File: config.mk
export PLATFORM = sky130hd
export DESIGN_NAME = pe_job_sequencer
export DESIGN_NICKNAME = d
export VERILOG_FILES = /design/src/rtl/pe_job_sequencer.sv
export SDC_FILE = /design/constraint.sdc
export NUM_CORES = 1
export LEC_CHECK = 0
export CAP_MARGIN = 10
export CORE_AREA = 2 2 221 223
export CTS_BUF_LIST = sky130_fd_sc_hd__clkbuf_8
export CTS_CLUSTER_SIZE = 28
export DETAILED_ROUTE_END_ITERATION = 10
export DIE_AREA = 0 0 223 225
export HOLD_SLACK_MARGIN = 0.02
export PLACE_DENSITY = 0.67
export REMOVE_ABC_BUFFERS = 1
export SKIP_CTS_REPAIR_TIMING = 1
export SLEW_MARGIN = 20
export SYNTH_ARGS = -nofsm -noshare
export SYNTH_HDL_FRONTEND = slang
export SYNTH_SLANG_ARGS = --single-unit
File: constraint.sdc
create_clock -name clk -period 2.03 [get_ports clk]
set_input_delay 0.203 -clock clk [delete_from_list [all_inputs] [get_ports clk]]
set_output_delay 0.203 -clock clk [all_outputs]
set_load 0.005 [all_outputs]
File: src/rtl/pe_job_sequencer.sv
// Job sequencer for a 16-lane combinational PE dot-product unit: registers chunk
// operands onto the PE buses, accumulates each chunk's PE result, returns the job total.
module pe_job_sequencer #(
  parameter int ACC_W = 24,
  parameter int CNT_W = 8
) (
  input  logic               clk,
  input  logic               rst_n,
  input  logic               start,
  input  logic [CNT_W-1:0]   chunk_cnt,
  input  logic               abort,
  output logic               busy,
  input  logic               in_valid,
  output logic               in_ready,
  input  logic [127:0]       in_i,
  input  logic [127:0]       in_w,
  output logic [127:0]       pe_i,
  output logic [127:0]       pe_w,
  input  logic [15:0]        pe_sum,
  output logic               out_valid,
  input  logic               out_ready,
  output logic [ACC_W-1:0]   out_acc,
  output logic               out_ovf
);

  typedef enum logic [1:0] {IDLE, RUN, DRAIN, DONE} state_t;

  state_t             state, state_next;
  logic [CNT_W-1:0]   remaining;
  logic               add_pending;
  logic [ACC_W-1:0]   acc;
  logic               ovf;
  logic               xfer;
  logic               job_abort;
  logic [ACC_W:0]     sum_wide;

  // abort suppresses the handshake and the result in the very cycle it is asserted
  assign job_abort = abort && (state != IDLE);
  assign busy      = (state != IDLE);
  assign in_ready  = (state == RUN) && !abort;
  assign out_valid = (state == DONE) && !abort;
  assign xfer      = in_valid && in_ready;
  assign out_acc   = acc;
  assign out_ovf   = ovf;

  // one extra bit catches the carry-out of each chunk add
  assign sum_wide  = {1'b0, acc} + {{(ACC_W + 1 - 16){1'b0}}, pe_sum};

  always_comb begin
    state_next = state;
    case (state)
      IDLE:    if (start) state_next = (chunk_cnt == '0) ? DONE : RUN;
      RUN:     if (xfer && remaining == CNT_W'(1)) state_next = DRAIN;
      DRAIN:   state_next = DONE;
      DONE:    if (out_ready) state_next = IDLE;
      default: state_next = IDLE;
    endcase
    if (job_abort) state_next = IDLE;
  end

  always_ff @(posedge clk or negedge rst_n) begin
    if (!rst_n) begin
      state       <= IDLE;
      remaining   <= '0;
      add_pending <= 1'b0;
      acc         <= '0;
      ovf         <= 1'b0;
      pe_i        <= '0;
      pe_w        <= '0;
    end else begin
      state       <= state_next;
      add_pending <= xfer;
      if (xfer) begin
        pe_i      <= in_i;
        pe_w      <= in_w;
        remaining <= remaining - CNT_W'(1);
      end
      // pe_sum reflects the operands registered on the previous transfer
      if (add_pending && !job_abort) begin
        acc <= sum_wide[ACC_W-1:0];
        if (sum_wide[ACC_W]) ovf <= 1'b1;
      end
      if (state == IDLE && start) begin
        remaining <= chunk_cnt;
        acc       <= '0;
        ovf       <= 1'b0;
      end
    end
  end

endmodule

Word level (Yosys, flattened, before mapping)
Index checks and enable logic that the tools add are counted.
Widths: inputs -> output; s select.
{"block": "totals", "register_bits": 292, "in_bits": 286, "output_inout_bits": 284, "word_cells": 46}
{"block": "classes", "add_sub_neg": 2, "n_eq_ne": 7, "mux": 13, "reduce_logical": 17}
{"operator": "$mux 24", "count": 2}
{"operator": "$add 24x16->25", "count": 1}
{"operator": "$mux 8", "count": 2}
{"operator": "$mux 2", "count": 5}
{"operator": "$eq 8x1->1 const B", "count": 1}
{"operator": "$logic_not 8->1", "count": 1}
{"operator": "$pmux 2 s4", "count": 1}
{"operator": "$reduce_bool 2->1", "count": 4}
{"operator": "$sub 8x1->8 const B", "count": 1}
{"operator": "$logic_and 1x1->1", "count": 7}
{"operator": "$ne 3x3->1 const B", "count": 2}
{"operator": "$eq 2x2->1 const B", "count": 2}
{"operator": "$mux 1", "count": 3}
{"operator": "$ne 3x2->1 const B", "count": 1}
{"operator": "$reduce_and 3->1", "count": 1}
{"operator": "$eq 2x1->1 const B", "count": 1}
{"operator": "$logic_not 1->1", "count": 2}
{"operator": "$logic_not 2->1", "count": 1}
{"operator": "$reduce_and 2->1", "count": 1}

Longest topological paths before layout
{"block": "logic_depth", "ltp_word": 7, "mapped_depth": 9, "depth_no_buf": 9}

Worst setup path before layout
Ideal clock, no wire load.
{"block": "synth_path", "path_type": "reg-to-reg", "start": "register acc[0] (netlist: out_acc[0])", "end": "register acc[14] (netlist: out_acc[14])", "setup_ns": 0.136, "arrival_ns": 2.066, "required_time_ns": 1.894, "setup_slack_ns": -0.172, "path_stages_with_launch": 10, "cell_sequence": "dfrtp_1 ha_1 inv_1 fa_1 nor2b_1 o2111ai_1 nand2_1 a22oi_1 o21ai_0 or3b_2"}
{"block": "synth_between", "elab_chain_cells": 3}
{"element": "from (decl)", "line": "31", "text": "logic [ACC_W-1:0] acc;"}
{"element": "from (signal assigned)", "line": "80", "text": "acc <= sum_wide[ACC_W-1:0];"}
{"element": "$add 24x16->25", "line": "47", "text": "assign sum_wide = {1'b0, acc} + {{(ACC_W + 1 - 16){1'b0}}, pe_sum};"}
{"element": "$mux 24", "line": "79", "text": "if (add_pending && !job_abort) begin"}
{"element": "$mux 24", "line": "83", "text": "if (state == IDLE && start) begin"}
Every way passes these cells. The select of a mux whose other input is x is not followed.
A chain may end at the register's enable or synchronous reset.

Final worst setup path
{"block": "layout_path", "start": "register acc[0] (netlist: out_acc[0])", "end": "register acc[12] (netlist: out_acc[12])"}
The elaborated chain is that of the path after synthesis.

==> summary.md <==
| Metric | Value |
|---|---|
| Status | complete, but fails checks |
| Failing checks | setup timing |
| CP Launch Point | out_acc[0] |
| CP endpoint | out_acc[12] |
| Row count | 80 |
| Avg Vias per Cell | 4.42 |
| RSZ-0062 raised after global routing | true |
| R2R depth | 9 |
| Worst slew pin tran | 628 ps |
| GRT Total Usage | 17.1% |
| Die Y-Extent | 225 um |
| # DRC | 0 |
| Final setup TNS | -808 ps |
| Clk_skew | 20.1 ps |
| TritonCTS clock tree | done |
| WP data required | 2560 ps |
| Routed Antenna Nets | 0 |
| Initial antenna violation count | 0 |
| Worst Setup End Kind | register |
| DR pass1 iterations | 5 |
| Synth top area cells | dfrtp_1, nand2_1, ha_1 |
| Count leader, synth | nand2_1 |
| Largest net degree at the start of global routing | approximately 140 |
| Initial Util | between 20% and 30% |
| Synth cell types | 57 |
| Sequential area share after synthesis | between 50% and 60% |
| Total CTS buffers | 54 |
| Critical path arrival | 2710 ps |
| Share of cells above drive strength 1 | ~13% |
| DRT Wirelength | 45.5 mm |
| CP Max Fanout | 4 |
| GPL Wtd Cong | 0.919 |
| Async SR Flop Fraction | 100% |
| DP HPWL | 32.9 mm |
| Syn Std Cell Area | 12200 um2 |
| Max frequency | 457 MHz |
| Period utilization | 108% |
| Clock buffer depth | 3 |
| Remaining Overflow, GRT | 0 |
| Syn Inst Count | 1405 |
| Setup ws final | -158 ps |
| P&R area growth vs syn | 71.1% |
| Pwr Density | between 1000 and 1500 nW/um2 |
| Synthesized area per cell | 8.71 um2 |
| Post-synth top cells | nand2_1, dfrtp_1, clkbuf_1 |
| Clk sink count | 292 |
| Seq cells post-synth | ~300 |
| Core ar. | around 48000 um2 |
| DRT iter0 DRCs | 698 |
| Number of top-level pins | 570 |
| # diodes | 0 |
| Overall Power | 29500 uW |
| Flop-to-flop setup slack | -160 ps |
| CP Class | reg -> reg |
| Clock slew at reported path FFs | 60 ps |
| CTS root buf | clkbuf_8 |
| # port buffers | approximately 570 |
| CTS H-tree depth | 2 |
| Slew Viols, Final | 0 |
| Synth top area share | 59.7% |
| Synth Flop Type | dfrtp_1 |
| Yosys warns | 0 |
| Worst skew pair latency | between 600 and 700 ps |
| Static leakage | 0.0101 uW |
| Die area | 50200 um2 |
| Final #Nets | 2387 |
| Post-synth EDFFs | 0 |
| Hold Crit Class | in -> async |
| Final number of setup-violating endpoints | 17 |
| Die Wd | between 200 and 250 um |
| Global-route wire length before repair | 68.5 mm |
| Final Hold Vio Count | 0 |
| Max-slew headroom | 58.1% |
| Crit start category | register |
| Cell taking the most area after synthesis | dfrtp_1 |
| DR WL/cell | 16.6 um |
| Final min period | roughly 2200 ps |
| Max Cap Viol | 0 |
| Worst R2R End | out_acc[12] |
| Vias | 12100 |
| Reg-to-Reg Start | out_acc[0] |
| Vias in the first global route | 12400 |
| Max VDD drop | 0.000760 V |
| Hold WS | about 120 ps |
[stage by stage]
| step | setup slack [ps] | std cells | cell area, um2 | util, % |
|---|---|---|---|---|
| 2_1_floorplan | -10090 | 1337 | 12000 | - |
| 3_3_place_gp | -572 | 2620 | 19300 | 40.6 |
| 3_5_place_dp | -545 | 2620 | 19300 | 40.6 |
| 4_1_cts | -383 | 2718 | 20400 | 43.0 |
| 5_1_grt | -270 | 2735 | 20900 | 44.0 |
| 6_report | -158 | 2735 | 20900 | 44.0 |
[sequential cells by signal (all words and copies together), names as in the netlist]
name	count
pe_i	128
pe_w	128
out_acc	24
remaining	8
state	2
add_pending	1
out_ovf	1
[cells in the final DEF (no fill, tap or decap), types with 4 or more instances in the layout]
cell and instances:
a21o_1 5, a21oi_1 19, a21oi_2 7, a31oi_1 4, and3_1 6, buf_12 4, buf_4 99, buf_6 8
bufinv_16 4, clkbuf_8 63, clkdlybuf4s50_1 565, clkinv_2 10, dfrtp_1 291, ha_1 14, ha_4 7, inv_1 28
mux2i_1 4, nand2_1 798, nand2_2 13, nand3_1 12, nand4_1 7, nor2_1 13, nor3_1 6, nor4_1 5
o21a_1 4, o21ai_0 14, o21ai_1 6, xnor2_1 6, xor2_1 7
[how the worst min path moves through the flow]
stage	to	startpoint	slack, ps
CTS	state[1]	rst_n	-530
floorplan	add_pending	rst_n	-90
global placement	state[0]	rst_n	170
global route	pe_w[79]	in_w[79]	50
finish	state[1]	rst_n	120
detailed placement	state[1]	rst_n	160
[logic make-up after synthesis]
| family | after synthesis | share of synthesized area (%) |
|---|---|---|
| adder cells (fa/ha/maj) | 23 | 2.41 |
| AND/OR/NAND/NOR | 901 | 29.3 |
| XOR/XNOR | 14 | 1.00 |
| buffers and inverters | 82 | 2.54 |
| flip-flops | 292 | 59.7 |
| AO/OA/AOI/OAI | 89 | 4.71 |
| multiplexers | 4 | 0.327 |
[routing by layer]
metal / up-vias / GRT usage [%] / share of wire (%)
li1: 5783 / - / -
met1: 5803 / 19.6 / 40
met2: 447 / 30.6 / 51
met3: 66 / 5.71 / 7.8
met4: 0 / 4.31 / 2.0
met5: - / 0 / 0
[final cells by class]
class                      instances  area, um2
clock inverter                    35        265
timing repair buffer             685       6740
fill                            4541      26600
multi-input combinational       1031       4930
inverter                          14       65.1
tap                              615        769
sequential                       292       7310
clock buffer                      63        867
[power by group]
group / total (uW) / internal (uW) / switching, uW
logic: 13200 / 7680 / 5540
clock network: 5870 / 3340 / 2530
registers: 10400 / 8680 / 1680
total: 29500 / 19700 / 9760
[critical path: stages (launching register included)]
cell and delay, ps:
dfrtp_1 340, ha_2 200, inv_2 40, fa_2 360
nor2b_4 140, o2111ai_2 130, nand2_2 180, a221oi_2 90
or4b_1 500, a31oi_1 130
No activity file was read; power rests on OpenSTA's default activity.
